**src/rtl/debounce_n_pkg.sv**
```systemverilog
// rtl/debounce_n_pkg.sv - shared constants and sizing helper for the debounce_n block
package debounce_pkg;

    localparam int MIN_SYNC_STAGES = 2;

    // Counter must hold values 0..stable_cycles-1 without wrapping.
    function automatic int cnt_width(input int stable_cycles);
        return $clog2(stable_cycles + 1);
    endfunction

endpackage

```
**src/rtl/debounce_n_if.sv**
```systemverilog
// rtl/debounce_n_if.sv - raw input / debounced output bundle for debounce_n
// busy is present only when DEBOUNCE_N_BUSY_EN is defined.
interface debounce_n_if #(
    parameter int WIDTH = 8
);

    logic [WIDTH-1:0] a;
    logic [WIDTH-1:0] q;

`ifdef DEBOUNCE_N_BUSY_EN
    logic [WIDTH-1:0] busy;

    modport master (output a, input q, input busy);
    modport slave  (input a, output q, output busy);
`else
    modport master (output a, input q);
    modport slave  (input a, output q);
`endif

endinterface

```
**src/rtl/debounce_bit.sv**
```systemverilog
// rtl/debounce_bit.sv - one bit of debounce_n: synchroniser chain, stability counter, q flop
// Optional busy output is present only when DEBOUNCE_N_BUSY_EN is defined.
module debounce_bit
    import debounce_pkg::*;
#(
    parameter int   SYNC_STAGES   = 2,
    parameter int   STABLE_CYCLES = 1000,
    parameter logic RST_VAL       = 1'b0
) (
    input  logic clk,
    input  logic rst,
    input  logic a,
    output logic q
`ifdef DEBOUNCE_N_BUSY_EN
    ,
    output logic busy
`endif
);

    localparam int               CNT_W    = cnt_width(STABLE_CYCLES);
    localparam logic [CNT_W-1:0] CNT_LAST = CNT_W'(STABLE_CYCLES - 1);

    logic [SYNC_STAGES-1:0] sync;
    logic                   s;
    logic [CNT_W-1:0]       cnt;

    assign s = sync[SYNC_STAGES-1];

    always_ff @(posedge clk or posedge rst) begin
        if (rst) begin
            sync <= {SYNC_STAGES{RST_VAL}};
        end else begin
            sync <= {sync[SYNC_STAGES-2:0], a};
        end
    end

    // Any agreement between s and q discards a partial count; q moves only on a full run.
    always_ff @(posedge clk or posedge rst) begin
        if (rst) begin
            cnt <= '0;
            q   <= RST_VAL;
        end else if (s == q) begin
            cnt <= '0;
        end else if (cnt == CNT_LAST) begin
            q   <= s;
            cnt <= '0;
        end else begin
            cnt <= cnt + CNT_W'(1);
        end
    end

`ifdef DEBOUNCE_N_BUSY_EN
    assign busy = (s != q);
`endif

endmodule

```
**src/rtl/debounce_n.sv**
```systemverilog
// rtl/debounce_n.sv - WIDTH-bit synchronising switch debouncer, one debounce_bit per input
// Define DEBOUNCE_N_BUSY_EN to add the per-bit busy output.
module debounce_n
    import debounce_pkg::*;
#(
    parameter int               WIDTH         = 8,
    parameter int               SYNC_STAGES   = 2,
    parameter int               STABLE_CYCLES = 1000,
    parameter logic [WIDTH-1:0] RST_VAL       = '0
) (
    input  logic       clk,
    input  logic       rst,
    debounce_n_if.slave bus
);

    if (SYNC_STAGES < MIN_SYNC_STAGES) begin : g_chk_sync
        $error("debounce_n: SYNC_STAGES must be at least MIN_SYNC_STAGES");
    end

    if (STABLE_CYCLES < 1) begin : g_chk_stable
        $error("debounce_n: STABLE_CYCLES must be at least 1");
    end

    for (genvar i = 0; i < WIDTH; i++) begin : g_bit
        debounce_bit #(
            .SYNC_STAGES   (SYNC_STAGES),
            .STABLE_CYCLES (STABLE_CYCLES),
            .RST_VAL       (RST_VAL[i])
        ) u_bit (
            .clk  (clk),
            .rst  (rst),
            .a    (bus.a[i]),
            .q    (bus.q[i])
`ifdef DEBOUNCE_N_BUSY_EN
            ,
            .busy (bus.busy[i])
`endif
        );
    end

endmodule

```
**src/flat_wrapper.sv**
```systemverilog
// flat-port wrapper written by rule: the top's interface ports become plain ports
module debounce_n_flat import debounce_pkg::*;
#(
    parameter int               WIDTH         = 8,
    parameter int               SYNC_STAGES   = 2,
    parameter int               STABLE_CYCLES = 1000,
    parameter logic [WIDTH-1:0] RST_VAL       = '0
)
  (clk, rst, bus_a, bus_q);
  debounce_n_if #(.WIDTH(WIDTH)) bus_i ();
  input  logic clk;
  input  logic rst;
  input wire logic [$bits(bus_i.a)-1:0] bus_a;
  output wire logic [$bits(bus_i.q)-1:0] bus_q;
  assign bus_i.a = bus_a;
  assign bus_q = bus_i.q;
  debounce_n #(.WIDTH(WIDTH), .SYNC_STAGES(SYNC_STAGES), .STABLE_CYCLES(STABLE_CYCLES), .RST_VAL(RST_VAL)) u_core (.clk(clk), .rst(rst), .bus(bus_i));
endmodule
```
**config.mk**
```make
export PLATFORM = sky130hd
export DESIGN_NAME = debounce_n_flat
export DESIGN_NICKNAME = d
export VERILOG_FILES = /design/src/rtl/debounce_n_pkg.sv /design/src/rtl/debounce_n_if.sv /design/src/rtl/debounce_bit.sv /design/src/rtl/debounce_n.sv /design/src/flat_wrapper.sv
export SDC_FILE = /design/constraint.sdc
export NUM_CORES = 1
export LEC_CHECK = 0
export ABC_CLOCK_PERIOD_IN_PS = 4240
export BUFFER_PORTS_ARGS = -buffer_cell sky130_fd_sc_hd__buf_2
export CORE_MARGIN = 4
export CORE_UTILIZATION = 56
export CTS_BUF_LIST = sky130_fd_sc_hd__clkbuf_8
export DETAILED_ROUTE_END_ITERATION = 8
export PLACE_DENSITY = 0.73
export SETUP_SLACK_MARGIN = 0.5
export SYNTH_ARGS = -nofsm -noshare
export SYNTH_HDL_FRONTEND = slang
export SYNTH_HIERARCHICAL = 1
export SYNTH_SLANG_ARGS = --single-unit
```
**constraint.sdc**
```tcl
create_clock -name clk -period 4.24 [get_ports clk]
set_clock_uncertainty 0.1 [all_clocks]
set_input_delay 0.212 -clock clk [delete_from_list [all_inputs] [get_ports clk]]
set_output_delay 0.212 -clock clk [all_outputs]
set_load 0.01 [all_outputs]
```
==> metrics.txt, run 1 <==
Util after Layout 0.635; Leak Pwr 2.74 nW; Ys Warns 6; status complete, no violations; Num Clock Sinks 104; Place WS around 2700 ps; # diodes 0; nets 527; fin area 5540 um^2; drt wl/cell 13.6 um; synthesized area per cell between 10 and 15 um^2; clock buffer count from CTS 9; total wire length 8.43 mm; minimum clock period 1610 ps; reg2reg end u_core/g_bit[6].u_bit/cnt[7]$_DFF_PP0_; RSZ-0062 raised after global routing no; multi-input logic area 2340 um^2; initial antenna violation count 0; Final setup viols 0; I/O pin count 18; Starting Density 0.574; ys async rst share 1.00; height of the chip 103 um; max_slew headroom 0.658; critical-path maximum fanout 5; Placed Area approximately 5200 um^2; worst-path cell chain ha_1 -> nand2_1 -> nor4b_2 -> a311o_1 -> a31oi_1; final worst path period share 0.380; DR vias/cell 5.65; WHS about 250 ps; post-synthesis sequential area ratio 0.520; Worst setup startpoint u_core/g_bit[6].u_bit/cnt[0]$_DFF_PP0_; layout cell share with drive strength beyond 1 0.140; TNS Setup 0 ps; fillers 687; CP Depth 5; Final Slew Violations 0; delay-heaviest family, CP flip-flops; most common cell in the netlist dfrtp_1; Area contributors post-synth dfrtp_1 52%, nor2_1 6.0%, xor2_1 5.6%; Die Wd 103 um; f_max 620 MHz; post-synthesis cell area roughly 5000 um^2; Yosys reg bits 104; DR pass1 iterations 4; Yosys cell types 22; Post-Syn Nets 490; CTS tree built; IO buf count 17; startpoint type of the worst setup path register; CTS Buffer Depth 2; Synth top area share 0.520; Routed Antenna Nets 0; # rows 34; core footprint 8720 um^2; Syn Inst Count 472; critical path endpoint u_core/g_bit[6].u_bit/cnt[7]$_DFF_PP0_; Tot GR Track Use 0.180; GRT overflow 0; final RePlAce weighted congestion 0.833; Crit Path Class register to register; storage element area between 2000 and 3000 um^2; clk root buf clkbuf_8; Clock Latency Late Sink roughly 360 ps; crit end category register; hpwl dp 6.12 mm; Post-synth EDFFs 0; Hold WC Path Type register to register; Die Area 10500 um^2; first-pass GRT wire length 15.1 mm; final hold vios 0; setup ws final 2630 ps; power per cell area 323 nW/um^2; pin count of the biggest net entering global routing 17; slowest library cell on the worst path dfrtp_1; Min-Delay Startpoint u_core/g_bit[5].u_bit/sync[0]$_DFF_PP0_; number of global-route vias before repair 3430; setup bufs post-CTS 0; synth cell count leaders 104 x dfrtp_1, 80 x nor2_1, 48 x nand3_1; CP required about 4400 ps; Worst EP arrival 1740 ps; R2R cell count 5; Via Count 3517; Buf/Inv on CP 0; Worst-Margin Slew 512 ps; max-cap violation count 0; Initial DRC Count 199; Residual DRC 0; Worst path max stage delay ~440 ps; cell taking the most area after synthesis dfrtp_1; Reg clk slew, reported paths 90 ps; main flop type after synthesis dfrtp_1; htree depth 3; P&R area growth vs syn 10.6%; R2R Setup Slk 2630 ps; r2r startpoint u_core/g_bit[6].u_bit/cnt[0]$_DFF_PP0_; Worst VDD drop roughly 0.2 mV
-- sequential cells by signal (all words and copies together) (netlist names) --
register	cells
u_core/g_bit.u_bit/cnt	80
u_core/g_bit.u_bit/sync	16
u_core/g_bit.u_bit/q	8
-- where the power goes --
part | internal [mW] | switching, mW | leakage, nW
logic | 0.0352 | 0.0489 | 1.23
registers | 1.02 | 0.0300 | 1.40
clock network | 0.345 | 0.314 | 0.110
-- layout by cell type (no fill, tap or decap), types with 9 or more instances in the layout --
cell / n
inv_1: 17
xnor2_1: 24
o21ai_0: 16
dfrtp_1: 104
and3_2: 16
nand2_1: 32
xor2_1: 32
nor2_1: 80
buf_2: 17
clkbuf_8: 10
nand3_1: 48
dlygate4sd3_1: 9
-- worst min-delay path by stage --
| stage | end | cells past startpoint |
|---|---|---|
| after floorplan | u_core/g_bit[0].u_bit/cnt[0]$_DFF_PP0_ | 1 |
| after global placement | u_core/g_bit[4].u_bit/sync[0]$_DFF_PP0_ | 1 |
| after detailed placement | u_core/g_bit[4].u_bit/sync[0]$_DFF_PP0_ | 1 |
| after CTS | u_core/g_bit[1].u_bit/sync[1]$_DFF_PP0_ | 0 |
| after global routing | u_core/g_bit[1].u_bit/sync[1]$_DFF_PP0_ | 0 |
| final | u_core/g_bit[5].u_bit/sync[1]$_DFF_PP0_ | 0 |
-- per-stage QoR --
stage / std cells / total power, mW
after floorplan: 472 / 1.12
after detailed placement: 597 / 1.15
after CTS: 622 / 1.82
after global routing: 622 / 1.88
final: 622 / 1.79
after global placement: 597 / 1.14
-- worst register-to-register path, delay by kind of cell, from the launching register on --
family | cells | cell delay [ps]
and+or+nand+nor | 2 | 420
AOI/OAI and AO/OA | 2 | 280
DFF | 1 | 440
adders and majority gates | 1 | 260
-- layout make-up --
type	instances	area share
Clock buffer	10	0.0249
Multi-Input combinational cell	352	0.423
Timing Repair Buffer	26	0.0316
Tap cell	108	0.0244
Inverter	16	0.0108
Sequential cell	104	0.470
Clock inverter	6	0.0151
-- kinds of logic after synthesis --
kind of cell / share of synthesized area
buffers and inverters: 0.0120
flip-flops: 0.520
XOR/XNOR: 0.0980
AND/OR/NAND/NOR: 0.248
adder cells (fa/ha/maj): 0.0200
multiplexers: 0.0240
AO/OA/AOI/OAI: 0.0780
-- routing by layer --
metal  vias to the layer above  share of wire  GRT usage
li1                       1728              -          -
met5                         -              0          0
met1                      1722           0.48      0.239
met2                        50           0.48      0.295
met4                         0          0.016     0.0605
met3                        17          0.029     0.0392
-- timing repair --
action | 4_1_cts | 5_1_grt
hold buffers | 9 | 0
gates resized for setup | 0 | 0
hold endpoints to repair | 112 | 0
No activity file was read; power rests on OpenSTA's default activity.
==> inputs of run 2 (changes only) <==
Settings changed: ABC_CLOCK_PERIOD_IN_PS 4240 to 1500.
Clock period 4.24 ns to 1.5 ns, I/O delays scaled along.
==> metrics.txt, run 2 (same netlist as run 1, synthesis figures left out) <==
Worst-Margin Slew 540 ps (was 512 ps); critical-path maximum fanout 5 (unchanged); Worst path max stage delay 460 ps (was 440 ps); number of non-filler instances in the completed layout 734 (was 622); final hold vios 0 (unchanged); global-route met3 utilization 0.0440 (was 0.0392); Min-Delay Startpoint bus_a[3] (was u_core/g_bit[5].u_bit/sync[0]$_DFF_PP0_); WHS 232 ps (was 254 ps); slowest library cell on the worst path dfrtp_2 (was dfrtp_1); commonest non-fill, non-tap cell in the layout dfrtp_1 (unchanged); Placed Area 5560 um^2 (was 5230 um^2); r2r startpoint u_core/g_bit[4].u_bit/cnt[2]$_DFF_PP0_ (was u_core/g_bit[6].u_bit/cnt[0]$_DFF_PP0_); number of global-route vias before repair 4462 (was 3430); gr busiest metal met2 (unchanged); startpoint type of the worst setup path register (unchanged); total wire length 15.9 mm (was 8.43 mm); Clock Latency Late Sink 380 ps (was 360 ps); power per cell area 709 nW/um^2 (was 323 nW/um^2); setup ws final -150 ps (was 2630 ps); most frequent cells in the layout 85 x dfrtp_1, 68 x buf_4, 51 x buf_6 (was 104 x dfrtp_1, 80 x nor2_1, 48 x nand3_1); final RePlAce weighted congestion 0.833 (about the same); pin count of the biggest net entering global routing 18 (was 17); drt wl/cell 21.7 um (was 13.6 um); Worst setup startpoint u_core/g_bit[4].u_bit/cnt[2]$_DFF_PP0_ (was u_core/g_bit[6].u_bit/cnt[0]$_DFF_PP0_); DR vias/cell 6.11 (was 5.65); Final Slew Violations 0 (unchanged); met2 Track Usage GR 0.464 (was 0.295); CTS Buffer Depth 2 (unchanged); failing checks setup timing; IO buf count 17 (unchanged); DR pass1 iterations 5 (was 4); Worst VDD drop 0.632 mV (was 0.200 mV); P&R area growth vs syn 53.8% (was 10.6%); fin area 7700 um^2 (was 5540 um^2); Final setup viols 5 (was 0); Placed Cells 614 (was 597); Residual DRC 0 (unchanged); f_max 606 MHz (was 620 MHz); Tot GR Track Use 0.256 (was 0.180); met1 Usage GRT 0.310 (was 0.239); register with the most flip-flops u_core/g_bit.u_bit/cnt (unchanged); nets 640 (was 527); clock buffer count from CTS 9 (unchanged); hpwl dp 6.62 mm (was 6.12 mm); worst-path cell chain and4bb_2 -> buf_4 -> o21bai_1 -> o21ai_1 -> a21oi_1 (was ha_1 -> nand2_1 -> nor4b_2 -> a311o_1 -> a31oi_1); Die Wd 103 um (unchanged); max reg flops 80 (unchanged); CP required 1710 ps (was 4370 ps); layout cell share with drive strength beyond 1 0.540 (was 0.140); final worst path period share 1.10 (was 0.380); Crit Path Class register to register (unchanged); Initial DRC Count 256 (was 199); initial antenna violation count 0 (unchanged); minimum clock period 1650 ps (was 1610 ps); Reg clk slew, reported paths 100 ps (was 90 ps); Hold WC Path Type input pin to register (was register to register); fillers 333 (was 687); # diodes 0 (unchanged); first-pass GRT wire length 21.2 mm (was 15.1 mm); Die Area 10500 um^2 (unchanged); RSZ-0062 raised after global routing yes (was no); I/O pin count 18 (unchanged); htree depth 3 (unchanged); Worst EP arrival 1860 ps (was 1740 ps); crit end category register (unchanged); Starting Density 0.574 (unchanged); GRT overflow 0 (unchanged); height of the chip 103 um (unchanged); biggest regs u_core/g_bit.u_bit/cnt (80), u_core/g_bit.u_bit/sync (16), u_core/g_bit.u_bit/q (8) (unchanged); R2R Setup Slk -150 ps (was 2630 ps); Routed Antenna Nets 0 (unchanged); # rows 34 (unchanged); Leak Pwr 3.51 nW (was 2.74 nW); status complete, but fails checks (was complete, no violations); clk root buf clkbuf_8 (unchanged); core footprint 8720 um^2 (unchanged); CTS tree built (unchanged); max-cap violation count 0 (unchanged); Via Count 4487 (was 3517); Num Clock Sinks 104 (unchanged); max_slew headroom 0.640 (was 0.658)
==> run 2: changes by cell type in the layout (fill, tap and decap cells not counted), moves of 19 or more <==
cell and change:
dfrtp_2 +19, dfrtp_1 -19, buf_6 +51, buf_4 +68, nand3_2 +23, nor2_1 -33, nand3_1 -27, xnor2_1 -19
nor2_2 +22
==> run 2: path summary, 6_finish.rpt <==
check | endpoint | cells past startpoint
max reg2reg | u_core/g_bit[4].u_bit/cnt[8]$_DFF_PP0_ | 5
max | u_core/g_bit[4].u_bit/cnt[8]$_DFF_PP0_ | 5
max in group asynchronous | u_core/g_bit[2].u_bit/cnt[2]$_DFF_PP0_ | 3
min reg2reg | u_core/g_bit[4].u_bit/sync[1]$_DFF_PP0_ | 0
min | u_core/g_bit[3].u_bit/sync[0]$_DFF_PP0_ | 2
min in group asynchronous | u_core/g_bit[4].u_bit/cnt[4]$_DFF_PP0_ | 3
==> run 2: critical path: cells and delay by family, from the launching register on <==
family | cells | cell delay [ps]
buffers and inverters | 1 | 150
AND/OR/NAND/NOR | 1 | 280
flip-flops | 1 | 460
AO/OA/AOI/OAI | 3 | 600
==> run 2: area by class of cell <==
type                       count  area, um^2  share of cell area
multi-input combinational    352        3430               0.446
clock inverter                 5        62.6             0.00813
sequential                   104        2630               0.341
tap                          108         135              0.0176
clock buffer                  10         138              0.0179
inverter                      16        71.3             0.00927
timing repair buffer         139        1230               0.160
==> run 2: where the power goes <==
part	leakage [nW]	internal, mW	total [mW]	switching (mW)
Clock	0.0954	0.820	1.82	1.00
Combinational	2.04	0.338	0.640	0.301
Sequential	1.37	2.88	2.99	0.111
==> run 2: what timing repair did <==
action                                 4_1_cts  5_1_grt
endpoints found under the hold margin      112        0
resized for setup                          146       98
hold buffers                                 9        0
pin swaps                                   79       52
setup buffers                               73       23
setup endpoints to repair                   96      112
==> run 2: layer usage <==
layer,vias up,wire length [um]
li1,1960,-
met3,58,741
met4,0,597
met5,-,0
met2,188,8580
met1,2281,6020
==> run 2: through the flow <==
stage                     setup TNS, ps  utilization  setup WS, ps  total power [mW]
after floorplan                       0            -           147              3.23
after global placement                0        0.638          56.1              3.32
after detailed placement          -7.69        0.638         -7.69              3.34
after CTS                             0        0.813          70.9              5.33
after global routing               -533        0.882          -159              5.65
final                              -311        0.882          -150              5.45
==> inputs of run 3 (changes only) <==
Settings changed: ABC_AREA set to 1, SYNTH_HIERARCHICAL 1 to not set.
==> metrics.txt, run 3 <==
Yosys cell types 23 (was 22); clock buffer count from CTS 9 (unchanged); layout cell share with drive strength beyond 1 0.494 (was 0.540); initial antenna violation count 0 (unchanged); max reg flops 80 (unchanged); DR vias/cell 5.29 (was 6.11); final RePlAce weighted congestion 0.841 (was 0.833); gr busiest metal met2 (unchanged); Reg clk slew, reported paths 100 ps (about the same); most frequent cells in the layout 86 x dfrtp_1, 59 x nand2_1, 57 x nor2_1 (was 85 x dfrtp_1, 68 x buf_4, 51 x buf_6); RSZ-0062 raised after global routing yes (unchanged); met1 Usage GRT 0.246 (was 0.310); TNS Setup 0 ps (was -311 ps); CP dominant cell by count nor2_2; P&R area growth vs syn 38.7% (was 53.8%); Yosys reg bits 104 (unchanged); synth cell count leaders 104 x dfrtp_1, 99 x nor2_1, 80 x nand2_1 (was 104 x dfrtp_1, 80 x nor2_1, 48 x nand3_1); Syn Inst Count 529 (was 472); final worst path period share 0.872 (was 1.10); Die Wd 102 um (was 103 um); global-route met3 utilization 0.0382 (was 0.0440); Num Clock Sinks 104 (unchanged); ys async rst share 1.00 (unchanged); clk root buf clkbuf_8 (unchanged); Int Power 4.09 mW (was 4.04 mW); Starting Density 0.588 (was 0.574); Crit Path Class register to register (unchanged); Routed Antenna Nets 0 (unchanged); startpoint type of the worst setup path register (unchanged); Area contributors post-synth dfrtp_1 53%, nor2_1 7.5%, nand2_1 6.1% (was dfrtp_1 52%, nor2_1 6.0%, xor2_1 5.6%); WHS 42.0 ps (was 232 ps); sw power 1.31 mW (was 1.42 mW); Initial DRC Count 175 (was 256); # rows 33 (was 34); Worst path max stage delay 470 ps (was 460 ps); height of the chip 102 um (was 103 um); post-synthesis sequential area ratio 0.528 (was 0.520); register with the most flip-flops u_core.g_bit.u_bit.cnt (was u_core/g_bit.u_bit/cnt); power per cell area 789 nW/um^2 (was 709 nW/um^2); sequential share of power 0.548 (about the same); slowest library cell on the worst path dfrtp_1 (was dfrtp_2); CTS tree built (unchanged); final hold vios 0 (unchanged); Hold WC Path Type input pin to async pin (was input pin to register); Residual DRC 0 (unchanged); Die Area 10400 um^2 (was 10500 um^2); post-synthesis cell area 4930 um^2 (was 5000 um^2); Ys Warns 0 (was 6); total wire length 11.0 mm (was 15.9 mm); Tot GR Track Use 0.191 (was 0.256); GRT overflow 0 (unchanged); max-cap violation count 0 (unchanged); worst-path cell chain inv_1 -> nand2_1 -> nor2_2 -> nand3_4 -> nand2_8 -> nor2_2 (was and4bb_2 -> buf_4 -> o21bai_1 -> o21ai_1 -> a21oi_1); drt wl/cell 15.1 um (was 21.7 um); max_slew headroom 0.779 (was 0.640); Post-Syn Nets 547 (was 490); met2 Track Usage GR 0.326 (was 0.464); hpwl dp 5.82 mm (was 6.62 mm); setup ws final 192 ps (was -150 ps); synthesized area per cell 9.32 um^2 (was 10.6 um^2); minimum clock period 1310 ps (was 1650 ps); critical-path maximum fanout 6 (was 5); most common cell in the netlist dfrtp_1 (unchanged); CP required 1660 ps (was 1710 ps); Worst EP arrival 1470 ps (was 1860 ps); Via Count 3861 (was 4487); Sw Ratio 0.243 (was 0.260); Leak Pwr 2.96 nW (was 3.51 nW); Place WS 189 ps (was -7.69 ps); Post-synth EDFFs 0 (unchanged); first-pass GRT wire length 15.9 mm (was 21.2 mm); htree depth 3 (unchanged); Worst VDD drop 0.674 mV (was 0.632 mV); core footprint 8380 um^2 (was 8720 um^2); I/O pin count 18 (unchanged); DR pass1 iterations 4 (was 5); Final Slew Violations 0 (unchanged); cell taking the most area after synthesis dfrtp_1 (unchanged); main flop type after synthesis dfrtp_1 (unchanged); f_max 765 MHz (was 606 MHz); clock power share 0.358 (was 0.335); CTS Buffer Depth 2 (unchanged); number of global-route vias before repair 3645 (was 4462); # diodes 0 (unchanged); Synth top area share 0.528 (was 0.520); Final setup viols 0 (was 5); crit end category register (unchanged); Worst-Margin Slew 330 ps (was 540 ps); nets 638 (was 640); IO buf count 17 (unchanged); combinational share of power 0.095 (was 0.117); pin count of the biggest net entering global routing 48 (was 18); commonest non-fill, non-tap cell in the layout dfrtp_1 (unchanged); Clock Latency Late Sink 370 ps (was 380 ps); biggest regs u_core.g_bit.u_bit.cnt (80), u_core.g_bit.u_bit.sync (16), u_core.g_bit.u_bit.q (8) (was u_core/g_bit.u_bit/cnt (80), u_core/g_bit.u_bit/sync (16), u_core/g_bit.u_bit/q (8)); status complete, no violations (was complete, but fails checks)
==> run 3: metal layers <==
metal  wire (um)  up-vias
met5           0        -
met4         284        0
met3         301       29
met2        6030       87
met1        4410     1905
li1            -     1840
==> run 3: final timing paths <==
check,from,endpoint,slack (ps),depth (start not counted)
max,u_core.g_bit[3].u_bit.cnt[4]$_DFF_PP0_,u_core.g_bit[3].u_bit.cnt[6]$_DFF_PP0_,190,6
min,rst,u_core.g_bit[6].u_bit.q$_DFFE_PP0P_,40,3
max reg2reg,u_core.g_bit[3].u_bit.cnt[4]$_DFF_PP0_,u_core.g_bit[3].u_bit.cnt[6]$_DFF_PP0_,190,6
min reg2reg,u_core.g_bit[1].u_bit.sync[0]$_DFF_PP0_,u_core.g_bit[1].u_bit.sync[1]$_DFF_PP0_,260,0
max in group asynchronous,rst,u_core.g_bit[1].u_bit.cnt[3]$_DFF_PP0_,790,4
min in group clk,bus_a[3],u_core.g_bit[3].u_bit.sync[0]$_DFF_PP0_,240,2
==> run 3: what timing repair did <==
| action | 4_1_cts | 5_1_grt |
|---|---|---|
| setup buffers | 31 | 29 |
| hold buffers | 9 | 0 |
| resized for setup | 70 | 94 |
| hold endpoints to repair | 112 | 0 |
| endpoints found under the setup margin | 96 | 149 |
| pin swaps | 31 | 45 |
==> run 3: metrics by stage <==
step                      instances  power, mW  utilization  area, um^2
final                           730       5.40        0.816        6840
after global routing            730       5.59        0.816        6840
after CTS                       701       5.28        0.744        6230
after detailed placement        645       3.27        0.642        5380
after global placement          645       3.25        0.642        5380
after floorplan                 529       3.18            -        5180
==> run 3: area by class of cell <==
type,count,area [um^2]
sequential,104,2630
clock buffer,10,138
clock inverter,6,82.6
fill,448,1540
multi-input combinational,355,2890
tap,105,131
timing repair buffer,88,719
inverter,62,259
==> run 3: power groups by stage <==
stage                     clock, mW  combinational [mW]  sequential (mW)
after floorplan                   0               0.203             2.98
after global placement            0               0.264             2.99
after detailed placement          0               0.273             2.99
after CTS                      1.94               0.396             2.94
after global routing           2.07               0.562             2.97
final                          1.93               0.511             2.96
==> run 3: cell families (layout without fill, tap and decap cells) <==
logic type | count (synthesis) | count (layout) | synth area share
compound gates | 33 | 33 | 0.0348
xor+xnor | 33 | 33 | 0.0677
fa+ha+maj | 8 | 8 | 0.0203
buf+inv | 70 | 166 | 0.0594
flops | 104 | 104 | 0.528
simple gates | 281 | 281 | 0.290
==> run 3: critical path, delay by kind of cell (launching register included) <==
family | cells | cell delay, ps
DFF | 1 | 470
buffers and inverters | 1 | 100
and+or+nand+nor | 5 | 530
